**src/rtl/spi_move_receiver.sv**
```systemverilog
// SPI mode-0 slave that receives move-command bytes, queues them in a small FIFO for the
// game logic, and returns a status byte on MISO with each byte so the MCU can pace itself.
`timescale 1ns/1ps
module spi_move_receiver #(
   parameter int         FIFO_DEPTH  = 4,
   parameter logic [3:0] SYNC_NIBBLE = 4'hA
) (
   input  logic       clk,
   input  logic       reset,
   input  logic       sck,
   input  logic       cs_n,
   input  logic       mosi,
   output logic       miso,
   output logic [2:0] move,
   output logic       move_valid,
   input  logic       move_ready,
   output logic       overflow,
   output logic       frame_err
);

   localparam int         AW        = $clog2(FIFO_DEPTH);
   localparam logic [AW:0] DEPTH_C  = (AW+1)'(FIFO_DEPTH);
   localparam logic [7:0] CLEAR_BYTE = {SYNC_NIBBLE, 4'h7};

   // NOP and the reserved code are decoded but never queued
   function automatic logic code_pushable(input logic [2:0] code);
      return (code != 3'd0) && (code != 3'd7);
   endfunction

   function automatic logic [7:0] status_byte(input logic [AW:0] cnt, input logic ovf, input logic ferr);
      logic [31:0] cnt_w;
      logic [3:0]  cnt_sat;
      cnt_w = 32'(cnt);
      if (cnt_w > 32'd15) begin
         cnt_sat = 4'hF;
      end else begin
         cnt_sat = cnt_w[3:0];
      end
      return {cnt_sat, 2'b00, ovf, ferr};
   endfunction

   // bit 0: metastability stage, bit 1: synchronized, bit 2: previous synchronized sample
   logic [2:0] sck_pipe_r;
   logic [2:0] cs_pipe_r;
   logic [1:0] mosi_pipe_r;

   logic       armed_r;
   logic [2:0] bit_cnt_r;
   logic [7:0] rx_shift_r;
   logic [7:0] rx_byte_r;
   logic       byte_done_r;
   logic       tx_load_r;
   logic       clr_pend_r;
   logic [7:0] tx_shift_r;
   logic       overflow_r;
   logic       frame_err_r;

   logic [2:0]  mem_r [FIFO_DEPTH];
   logic [AW:0] wr_ptr_r;
   logic [AW:0] rd_ptr_r;

   logic        sck_rise_s, sck_fall_s, cs_n_s, cs_fall_s, cs_rise_s, mosi_s;
   logic        sync_ok_s, push_req_s, sync_err_s, abort_s, clear_req_s;
   logic [AW:0] count_s;
   logic        empty_s, full_s, pop_s, push_s, ovf_set_s;

   assign sck_rise_s  = sck_pipe_r[1] & ~sck_pipe_r[2];
   assign sck_fall_s  = ~sck_pipe_r[1] & sck_pipe_r[2];
   assign cs_n_s      = cs_pipe_r[1];
   assign cs_fall_s   = ~cs_pipe_r[1] & cs_pipe_r[2];
   assign cs_rise_s   = cs_pipe_r[1] & ~cs_pipe_r[2];
   assign mosi_s      = mosi_pipe_r[1];

   assign sync_ok_s   = (rx_byte_r[7:4] == SYNC_NIBBLE);
   assign push_req_s  = byte_done_r & sync_ok_s & code_pushable(rx_byte_r[2:0]);
   assign sync_err_s  = byte_done_r & ~sync_ok_s;
   assign clear_req_s = byte_done_r & (rx_byte_r == CLEAR_BYTE);
   assign abort_s     = cs_rise_s & (bit_cnt_r != 3'd0);

   assign count_s     = wr_ptr_r - rd_ptr_r;
   assign empty_s     = (count_s == '0);
   assign full_s      = (count_s == DEPTH_C);
   assign pop_s       = move_ready & ~empty_s;
   // a pop in the same cycle frees the slot, so a full FIFO still accepts the push
   assign push_s      = push_req_s & (~full_s | pop_s);
   assign ovf_set_s   = push_req_s & full_s & ~pop_s;

   assign move        = mem_r[rd_ptr_r[AW-1:0]];
   assign move_valid  = ~empty_s;
   assign overflow    = overflow_r;
   assign frame_err   = frame_err_r;
   assign miso        = tx_shift_r[7];

   // Two-flop synchronizers; cs resets low so a frame already in progress at release is never seen as a fresh falling edge
   always_ff @(posedge clk or negedge reset) begin
      if (!reset) begin
         sck_pipe_r  <= 3'b000;
         cs_pipe_r   <= 3'b000;
         mosi_pipe_r <= 2'b00;
      end else begin
         sck_pipe_r  <= {sck_pipe_r[1:0], sck};
         cs_pipe_r   <= {cs_pipe_r[1:0], cs_n};
         mosi_pipe_r <= {mosi_pipe_r[0], mosi};
      end
   end

   // Receive shifter: only armed frames (entered via a cs falling edge) are accepted
   always_ff @(posedge clk or negedge reset) begin
      if (!reset) begin
         armed_r     <= 1'b0;
         bit_cnt_r   <= 3'd0;
         rx_shift_r  <= 8'h00;
         rx_byte_r   <= 8'h00;
         byte_done_r <= 1'b0;
      end else begin
         byte_done_r <= 1'b0;
         if (cs_n_s) begin
            armed_r    <= 1'b0;
            bit_cnt_r  <= 3'd0;
            rx_shift_r <= 8'h00;
         end else begin
            if (cs_fall_s) begin
               armed_r <= 1'b1;
            end
            if (armed_r && sck_rise_s) begin
               rx_shift_r <= {rx_shift_r[6:0], mosi_s};
               bit_cnt_r  <= bit_cnt_r + 3'd1;
               if (bit_cnt_r == 3'd7) begin
                  rx_byte_r   <= {rx_shift_r[6:0], mosi_s};
                  byte_done_r <= 1'b1;
               end
            end
         end
      end
   end

   // Command FIFO storage and pointers
   always_ff @(posedge clk or negedge reset) begin
      if (!reset) begin
         wr_ptr_r <= '0;
         rd_ptr_r <= '0;
         for (int i = 0; i < FIFO_DEPTH; i++) begin
            mem_r[i] <= 3'd0;
         end
      end else begin
         if (pop_s) begin
            rd_ptr_r <= rd_ptr_r + 1'b1;
         end
         if (push_s) begin
            mem_r[wr_ptr_r[AW-1:0]] <= rx_byte_r[2:0];
            wr_ptr_r                <= wr_ptr_r + 1'b1;
         end
      end
   end

   // Sticky flags; the clear is delayed one cycle so it lands with the status load of the clearing byte
   always_ff @(posedge clk or negedge reset) begin
      if (!reset) begin
         tx_load_r   <= 1'b0;
         clr_pend_r  <= 1'b0;
         overflow_r  <= 1'b0;
         frame_err_r <= 1'b0;
      end else begin
         tx_load_r  <= byte_done_r;
         clr_pend_r <= clear_req_s;
         if (ovf_set_s) begin
            overflow_r <= 1'b1;
         end else if (clr_pend_r) begin
            overflow_r <= 1'b0;
         end
         if (sync_err_s || abort_s) begin
            frame_err_r <= 1'b1;
         end else if (clr_pend_r) begin
            frame_err_r <= 1'b0;
         end
      end
   end

   // Status transmitter; the falling edge right after a byte's last rising edge keeps the freshly loaded MSB
   always_ff @(posedge clk or negedge reset) begin
      if (!reset) begin
         tx_shift_r <= 8'h00;
      end else begin
         if (cs_fall_s) begin
            tx_shift_r <= status_byte(count_s, overflow_r, frame_err_r);
         end else if (cs_n_s || !armed_r) begin
            tx_shift_r <= 8'h00;
         end else if (tx_load_r) begin
            tx_shift_r <= status_byte(count_s, overflow_r, frame_err_r);
         end else if (sck_fall_s && (bit_cnt_r != 3'd0)) begin
            tx_shift_r <= {tx_shift_r[6:0], 1'b0};
         end else begin
            tx_shift_r <= tx_shift_r;
         end
      end
   end

endmodule
```
**config.mk**
```make
export PLATFORM = sky130hd
export DESIGN_NAME = spi_move_receiver
export DESIGN_NICKNAME = d
export VERILOG_FILES = /design/src/rtl/spi_move_receiver.sv
export SDC_FILE = /design/constraint.sdc
export NUM_CORES = 1
export LEC_CHECK = 0
export CELL_PAD_IN_SITES_DETAIL_PLACEMENT = 2
export CELL_PAD_IN_SITES_GLOBAL_PLACEMENT = 2
export CORE_ASPECT_RATIO = 1.75
export CORE_UTILIZATION = 38
export DETAILED_ROUTE_END_ITERATION = 8
export PLACE_DENSITY = 0.76
export SLEW_MARGIN = 20
export SYNTH_ARGS = -nofsm -noshare
export SYNTH_HDL_FRONTEND = slang
export SYNTH_SLANG_ARGS = --single-unit
```
**constraint.sdc**
```tcl
create_clock -name clk -period 2.3 [get_ports clk]
set_input_delay 0.345 -clock clk [delete_from_list [all_inputs] [get_ports clk]]
set_output_delay 0.345 -clock clk [all_outputs]
set_load 0.01 [all_outputs]
```
==> run summary <==
Counting instances in the post-synthesis netlist gives the leading cell types as 58 x dfrtp_1, 14 x mux2_2, 13 x a22o_1. The net count reported at finish was 229. The die covers 6930 sq um. The floorplan step set the die width to 63.4 microns. At the pin with the least slew margin, the transition time is 0.664 ns. Nature of the critical path endpoint: an output port.

Once the floorplan was initialized, standard cells occupied 39.9% of the core. The synthesized netlist contains 37 unique library cells. The die height was 109 microns. For this run, the number of Yosys warnings is 0. The global placement routability congestion was 0.808. The critical path ends at move[0]. On the final layout, the worst hold slack is 0.0484 ns. Measured against its own limit, the worst slew margin works out to 55.7%. The number of remaining DRC errors came out at 0.

The run gives 0.721 mW as the switching power. The min-delay analysis places its worst path in the category in -> async. The run finished with clean final reports. The tools report the type of element launching the critical path as a register. Dividing the detail-routed via count by the number of cells gives 5.34. The biggest fanout along the worst timing path came out at 5.

The delay contributed by the slowest stage of the critical path is 0.52 ns. The routed layout has 1,592 vias. The worst setup path startpoint was rd_ptr_r[0]$_DFFE_PN0P_. The endpoint identified for the worst register-to-register timing path is mem_r[4]$_DFFE_PN0P_. The internal power of the cells totals 1.90 mW. The highest clock rate is 448 MHz, and the sequential area share after synthesis is 57.9%. TritonCTS built the clock tree.

Buffers inserted to repair hold after CTS numbered 0. The most frequent cell after synthesis was dfrtp_1. Pin count of the biggest net entering global routing: 32.

dfrtp_1 takes more of the synthesized area than any other cell. Combinational logic burns 21.5% of the power. Overall power consumption after layout is estimated at 2.63 mW. The tools report the data required time at the worst endpoint as 1.96 ns.

Before antenna repair, the detailed router went through 4 iterations. The area overhead of the layout relative to synthesis came out at 21.6%. Clock-pin slew was measured on the worst setup and hold paths at 0.06 ns. The number of clock sinks was 58; the average routed wire per standard cell was 19.3 microns. The number of routed nets with antenna violations is 0, and the logic depth of the worst path, buffers included is 3. For the standby leakage power, the log shows 1.42 nW. The run gives 0 as the number of antenna violations at the first check in global routing.

The ratio of cells with drive above 1 in the final layout is 25.2%. The number of ports placed on the die boundary is 13, and the count of input and output buffers is 12. The number of flops mapped to enable cells by yosys is 0. For the count of endpoints failing hold in the final timing report, the log shows 0.

The slowest stage cell on the critical path is mux4_2. Setup violations remaining at the end of the flow were counted as 0. The HPWL after detailed placement is 4090 microns. The number of buffers and inverters on the critical path is 2. The worst register-to-register path begins at rd_ptr_r[0]$_DFFE_PN0P_.

The mean post-synth cell area is 13.8 sq um, and the via count of the first global-routing pass is 1,851. Net switching is 27.5% of the power. The critical path in this run is classified as reg -> out. The clock period minus worst slack is 2.23 ns, and the number of buffers added by the clock tree synthesis step is 9. The signal on the critical path passes through buf_4, mux4_2, clkdlybuf4s50_1.

Worst ir drop on vdd: 0.000343 V. After synthesis the cells add up to 2500 sq um. Summing all placed instances gives a cell area of 2790 sq um. The total overflow left after global routing is 0.

The post-route fraction of the period consumed by the critical path was 97.0%. After technology mapping, the gate count stands at 182. The run gives 639 as the total of fill cells in the finished design. The root buffer cell chosen for the clock tree is clkbuf_8. Setup slack on the critical path of the routed design comes to 0.0700 ns. The share of synthesized area in the top cell type comes to 57.9%. The tool flagged a number of max-cap violations equal to 0. In this run the number of H-tree levels came out at 3.

The summed area of non-filler cells in the final layout is 3050 sq um. In this run the standard cell core region covers 6280 sq um. Number of max-slew violations in the final report: 0. By area the synthesized netlist is led by dfrtp_1 58%, mux2_2 6.3%, a22o_1 4.5%. Excluding fillers, the count of instances in the completed layout stands at 298.

For the clock latency reported for the late side of the worst-skew pair, the log shows 0.33 ns. Counting flops and latches in the post-synthesis netlist gives 58. The worst clock skew on the final layout is 0.00632 ns, and the areal power density over the cells is 862 nW/um^2. Counting every net in the synthesized netlist gives 198. The first-pass GRT wire length was 9450 microns; the count of antenna diodes in the layout was 0. The run gives 43.1% as the fraction of power consumed by sequential logic.

The sequential cell area in the final layout is 1450 sq um, and the worst slack at placement is -0.0364 ns. Setup slack on the worst reg-to-reg path comes out at 0.08 ns. The number of cells on the worst reg-to-reg path is 7.

The detailed router finished its first iteration with 39 violations. The tools report the maximum root-to-sink buffer count as 2. Data on the critical path arrives at its endpoint at 1.89 ns. The family of cells with the greatest summed delay on the critical path is buffers and inverters.

The number of placed instances, taps included, is 280. The multi-input combinational cell area came out at 1040 sq um. The row count was 38.

Global routing used 18.3% of the available tracks across all layers. The routed design has 5750 microns of wire. The share of total power dissipated in the clock network is 35.3%. The dominant register cell in the synthesized netlist was dfrtp_1. For this run, asynchronously set or reset flops after synthesis account for 100%.
-- worst min-delay path by stage --
stage                                  startpoint                        end  slack [ns]
after floorplan                             reset        armed_r$_DFFE_PN0P_        0.05
after global placement    sck_pipe_r[0]$_DFF_PN0_    sck_pipe_r[1]$_DFF_PN0_        0.33
after detailed placement  sck_pipe_r[0]$_DFF_PN0_    sck_pipe_r[1]$_DFF_PN0_        0.34
after CTS                                   reset  tx_shift_r[3]$_DFFE_PN0P_        0.04
after global routing                        reset  tx_shift_r[1]$_DFFE_PN0P_        0.08
final                                       reset  tx_shift_r[3]$_DFFE_PN0P_        0.05
-- cell families (layout without fill, tap and decap cells) --
logic type,count (synthesis),after routing,synth area share (%)
flops,58,58,57.9
simple gates,35,35,9.19
compound gates,33,33,9.39
mux,28,28,13.8
buf+inv,13,49,2.00
fa+ha+maj,10,10,5.29
xor+xnor,5,5,2.35
-- timing repair --
item	in CTS	in global routing
endpoints found under the hold margin	0	0
pin swaps	0	3
resized for setup	5	7
buffers inserted	0	2
endpoints found under the setup margin	7	11
-- final cells by class --
| type | instances | share of cell area, % |
|---|---|---|
| inverter | 11 | 1.36 |
| sequential | 58 | 47.7 |
| clock buffer | 14 | 5.34 |
| tap | 80 | 3.29 |
| timing repair buffer | 22 | 6.90 |
| multi-input combinational | 111 | 34.3 |
| clock inverter | 2 | 1.15 |
-- flip-flops by register name, indices dropped and copies added (netlist names) --
register     flops
rd_ptr_r         3
rx_byte_r        8
byte_done_r      1
rx_shift_r       7
tx_shift_r       8
clr_pend_r       1
cs_pipe_r        3
tx_load_r        1
overflow         1
mosi_pipe_r      2
wr_ptr_r         3
armed_r          1
bit_cnt_r        3
mem_r           12
frame_err        1
sck_pipe_r       3
-- placed cells by master, fill, tap and decap left out, types with 3 or more instances in the layout --
cell	instances
inv_1	11
buf_4	8
mux2_2	14
clkbuf_8	11
clkbuf_1	3
nor3b_4	4
clkdlybuf4s50_1	10
dfrtp_1	57
a21oi_1	5
mux2_1	9
mux4_2	3
nand2_1	7
o21ai_0	7
nor2_1	8
ha_1	9
a22o_1	13
-- metrics by stage --
stage          TNS [ns]  util [%]
2_1_floorplan         0         -
3_3_place_gp          0      44.4
3_5_place_dp    -0.0591      44.4
4_1_cts               0      47.7
5_1_grt         -0.0687      48.5
6_report              0      48.5
-- routing by layer --
layer  share of wire [%]  vias to the layer above  wire, microns  global-route usage, %
li1                    -                      721              -                      -
met1                  38                      849           2210                   19.3
met2                  59                       16           3390                   33.7
met3                 1.6                        6             91                   4.88
met4                 1.1                        0             62                   7.79
met5                   0                        -              0                      0
-- worst reg2reg max path, cell delays in order (launching register included) --
cell,delay (ns)
dfrtp_2,0.41
ha_1,0.20
fa_2,0.36
xnor3_2,0.29
nor3_4,0.06
buf_12,0.14
nor3b_4,0.28
mux2_2,0.37
-- power by group through the flow --
stage          Combinational (mW)  Clock, mW  Sequential (mW)
2_1_floorplan               0.269          0             1.16
3_3_place_gp                0.468          0             1.14
3_5_place_dp                0.503          0             1.15
4_1_cts                     0.521      0.961             1.13
5_1_grt                     0.618       1.01             1.14
6_report                    0.566      0.927             1.13
No activity file was read; power rests on OpenSTA's default activity.
==> variant 1: new RTL, same flow settings <==
Register the output `overflow` once more; this adds one clock of latency there. The other outputs are not delayed to match.
--- a/src/rtl/spi_move_receiver.sv
+++ b/src/rtl/spi_move_receiver.sv
@@ -89,3 +89,5 @@
    assign move_valid  = ~empty_s;
-   assign overflow    = overflow_r;
+   always_ff @(posedge clk) begin
+      overflow <= overflow_r;
+   end
    assign frame_err   = frame_err_r;
Check against the original RTL: no difference found for any inputs over 10 cycles, from zero or initial values and one cycle with reset low; that may be too few to reach the edited logic, so the function may still have changed.
==> variant 1 against the unedited design <==
Worst setup slack worse by 0.032 ns; register-to-register slack worse by 0.04 ns; cell count did not move; routed wire length up 1.6%; via count increased by 0.50%; clock skew up 0.0066 ns; power decreased by 12%; synthesized cell count unchanged; first-iteration DRC count shrank 2.6%; sequential cell count rose by 1; synthesized area rose by 0.25%; final area fell by 1.2%; critical path type is now flop to flop; largest cell class unchanged.
==> variant 1: results (changes against the unedited design) <==
run status = finished clean (unchanged)
top cells by area, synth = dfrtp_1 (58%), mux2_2 (7.2%), a22o_1 (4.9%) (was dfrtp_1 (58%), mux2_2 (6.3%), a22o_1 (4.5%))
drt total wl = 5838 um (was 5748 um)
global-route wire length before repair = 10,020 um (was 9453 um)
Psw = 636.1 uW (was 721.3 uW)
Post-synth top cells = dfrtp_1 (58), mux2_2 (16), a22o_1 (14) (was dfrtp_1 (58), mux2_2 (14), a22o_1 (13))
leakage = 1.433 nW (was 1.424 nW)
peak per-stage delay on the critical path = 0.44 ns (was 0.52 ns)
CP max-delay cell = or3_4 (was mux4_2)
worst slew pin tran = 0.4115 ns (was 0.6644 ns)
non-clk buf share = 7.155% (was 6.902%)
area of the multi-input gates = 1030 um2 (was 1044 um2)
GR met2 Demand/Resource = 36.32% (was 33.74%)
largest net degree at the start of global routing = 51 (was 32)
Multi-In Gates = 110 (was 111)
Filler cells = 640 (was 639)
layout cell share with drive strength beyond 1 = 28.90% (was 25.23%)
Synth Area in XOR/XNOR = 2.292% (was 2.348%)
Via density = 5.369 (was 5.342)
worst-case clock skew = 0.01291 ns (was 0.006324 ns)
via count = 1,600 (was 1,592)
sequential cell area share = 48.92% (was 47.70%)
Synth Area per Inst = 13.80 um2 (was 13.76 um2)
Max VDD drop = 544.8 uV (was 342.9 uV)
routability congestion estimate = 0.8776 (was 0.8077)
HPWL Detailed = 4163 um (was 4087 um)
register area share after synthesis = 58.59% (was 57.94%)
M1 WL = 2174 um (was 2205 um)
Placement Setup Slack = -0.08469 ns (was -0.03645 ns)
Yosys cell types = 35 (was 37)
met3 WL = 162 um (was 91 um)
Cell Area, Placed = 2795 um2 (was 2785 um2)
Adder-Cell Fraction of Synth Area = 5.282% (was 5.295%)
clk tree area frac = 5.116% (was 6.491%)
Max H-tree Level = 3 (unchanged)
met3 Resource Use GR = 5.809% (was 4.876%)
Synth async-reset ratio = 98.31% (was 100.0%)
largest fanout on the critical path = 6 (was 5)
Register Area = 1471 um2 (was 1453 um2)
bufs w/o clock = 23 (was 22)
post-synthesis mux area share = 14.25% (was 13.84%)
Total GRT Usage = 19.97% (was 18.32%)
arrival time at the worst endpoint = 2.48 ns (was 1.89 ns)
Worst Hold Class = flop to flop (was input pin to asynchronous set/reset pin)
Synth Area in Compound Gates = 8.969% (was 9.391%)
nonclk inv count = 10 (was 11)
M1 GR Usage = 20.38% (was 19.33%)
metal2 WL = 3347 um (was 3388 um)
vias in the first global route = 1,940 (was 1,851)
initial DRC count = 38 (was 39)
-- variant 1: critical path: cells and delay by family, from the launching register on --
| kind | cells | cell delay, ns |
|---|---|---|
| muxes | 1 | 0.30 |
| and+or+nand+nor | 2 | 0.64 |
| DFF | 1 | 0.42 |
| xor gates and xnor gates | 1 | 0.27 |
| adders and majority gates | 2 | 0.51 |
-- variant 1: power groups by stage --
| stage | registers (mW) | clock network (mW) | logic, mW |
|---|---|---|---|
| 2_1_floorplan | 1.17 | 0 | 0.183 |
| 3_3_place_gp | 1.15 | 0 | 0.346 |
| 3_5_place_dp | 1.16 | 0 | 0.367 |
| 4_1_cts | 1.14 | 0.809 | 0.389 |
| 5_1_grt | 1.15 | 0.844 | 0.437 |
| 6_report | 1.14 | 0.782 | 0.396 |
-- variant 1: kinds of logic (layout without fill, tap and decap cells) --
group | count (synthesis) | in the layout
AO/OA/AOI/OAI | 32 | 32
XOR/XNOR | 5 | 5
adder cells (fa/ha/maj) | 10 | 10
buffers and inverters | 13 | 49
flip-flops | 59 | 59
multiplexers | 27 | 27
AND/OR/NAND/NOR | 36 | 36
-- variant 1: repair_timing --
action / 4_1_cts / 5_1_grt
hold endpoints to repair: 8 / 0
buffers inserted: 1 / 0
hold buffers: 1 / 0
gates resized for setup: 10 / 7
pin swaps: 3 / 2
setup endpoints to repair: 13 / 16
-- variant 1: worst paths after layout --
kind,start,to,slack [ns],depth (start not counted)
worst max register to register,rd_ptr_r[0],mem_r[4],0.04,6
worst min register to register,sck_pipe_r[0],sck_pipe_r[1],0.34,0
worst max-delay path,rd_ptr_r[0],mem_r[4],0.04,6
worst min-delay path,sck_pipe_r[0],sck_pipe_r[1],0.34,0
min in group asynchronous,reset,sck_pipe_r[2],0.40,2
max in group asynchronous,reset,mem_r[5],1.35,3
==> variant 2: new RTL, config.mk and constraints unchanged <==
Made on the original files. `FIFO_DEPTH`: 4 -> 8.
--- a/src/rtl/spi_move_receiver.sv
+++ b/src/rtl/spi_move_receiver.sv
@@ -4,3 +4,3 @@
 module spi_move_receiver #(
-   parameter int         FIFO_DEPTH  = 4,
+   parameter int         FIFO_DEPTH  = 8,
    parameter logic [3:0] SYNC_NIBBLE = 4'hA
Check against the original RTL: same outputs for any inputs over 10 cycles, from zero or initial values and one cycle with reset low; that may be too few to reach the edited logic, so the function may still have changed.
==> variant 2 against the unedited design <==
The flow now finishes with violations (negative hold slack, negative setup slack); clock skew about the same; register-to-register slack got worse by 0.16 ns; combinational power decreased by 82%; routed wire length increased by 79%; count of clock-buffer cells in the layout decreased by 1; fmax decreased by 7.7%; synthesized cell count increased by 57%; non-clock buffer count increased by 25; sequential cell count increased by 14; final area increased by 40%; synthesized area increased by 32%; power increased by 9.0%; worst setup slack got worse by 0.19 ns; critical path type unchanged; critical endpoint is now move_valid; largest power group is now the clock network.
==> variant 2: results (changes against the unedited design) <==
run status = complete, but fails checks (was finished clean)
violated checks = negative hold slack, negative setup slack
initial DRC count = 72 (was 39)
Via density = 5.571 (was 5.342)
bufs w/o clock = 47 (was 22)
drt total wl = 10,290 um (was 5748 um)
seq_cells = 72 (was 58)
worst-case clock skew = 0.006477 ns (was 0.006324 ns)
Synth Area in Compound Gates = 12.86% (was 9.391%)
comb pwr = 102 uW (was 566 uW)
area of the multi-input gates = 1549 um2 (was 1044 um2)
Total GRT Usage = 23.27% (was 18.32%)
Yosys cell types = 48 (was 37)
Internal Power = 2.249 mW (was 1.904 mW)
slew margin rel. = 38.30% (was 55.70%)
hold_ws = -0.006365 ns (was 0.04841 ns)
Post-synth top cells = dfrtp_1 (72), nand2_1 (38), a22o_1 (22) (was dfrtp_1 (58), mux2_2 (14), a22o_1 (13))
global-route wire length before repair = 15,390 um (was 9453 um)
CP max-delay cell = dfrtp_1 (was mux4_2)
worst setup path endpoint = move_valid (was move[0])
clock group share of total power = 50.7% (was 35.3%)
setup violators final = 14 (was 0)
top cells by area, synth = dfrtp_1 (54%), a22o_1 (5.8%), nand2_1 (4.3%) (was dfrtp_1 (58%), mux2_2 (6.3%), a22o_1 (4.5%))
biggest regs = mem_r: 24 flops, rx_byte_r: 8 flops, tx_shift_r: 8 flops (was mem_r: 12 flops, rx_byte_r: 8 flops, tx_shift_r: 8 flops)
Placement Setup Slack = -0.1375 ns (was -0.03645 ns)
Register Area = 1802 um2 (was 1453 um2)
Max VDD drop = 563.2 uV (was 342.9 uV)
placed cell count = 420 (was 280)
Synth Area in XOR/XNOR = 2.384% (was 2.348%)
die area = 9094 um2 (was 6934 um2)
worst setup margin = -0.1152 ns (was 0.06998 ns)
layout cell share with drive strength beyond 1 = 28.49% (was 25.23%)
reg-to-reg slack, setup = -0.08 ns (was 0.08 ns)
Final Hold Viols = 8 (was 0)
largest fanout on the critical path = 3 (was 5)
Multi-In Gates = 189 (was 111)
HPWL Detailed = 6018 um (was 4087 um)
Adder-Cell Fraction of Synth Area = 3.632% (was 5.295%)
clk tree area frac = 7.231% (was 6.491%)
non-clk buf share = 9.436% (was 6.902%)
-- variant 2: what timing repair did --
action                                  CTS  global route
hold endpoints to repair                  0             0
setup buffers                             8             8
resized for setup                        19            29
pin swaps                                 4            18
endpoints found under the setup margin   32            33
cloned                                    0             1
-- variant 2: per-layer routing --
layer	vias to the layer above	routed length [um]	GRT usage [%]
li1	1112	-	-
met1	1334	3856	24.73
met2	47	5790	42.39
met3	25	185	4.029
met4	0	453	12.11
met5	-	0	0
-- variant 2: how the worst min path moves through the flow --
stage                   start              to  slack, ns  depth (start not counted)
6_report                reset     rd_ptr_r[1]     -0.006                          1
4_1_cts                 reset     rd_ptr_r[3]       0.01                          1
3_5_place_dp     cs_pipe_r[0]    cs_pipe_r[1]       0.34                          0
2_1_floorplan           reset         armed_r       0.05                          0
3_3_place_gp   mosi_pipe_r[0]  mosi_pipe_r[1]       0.33                          0
5_1_grt                 reset     rd_ptr_r[2]       0.04                          1
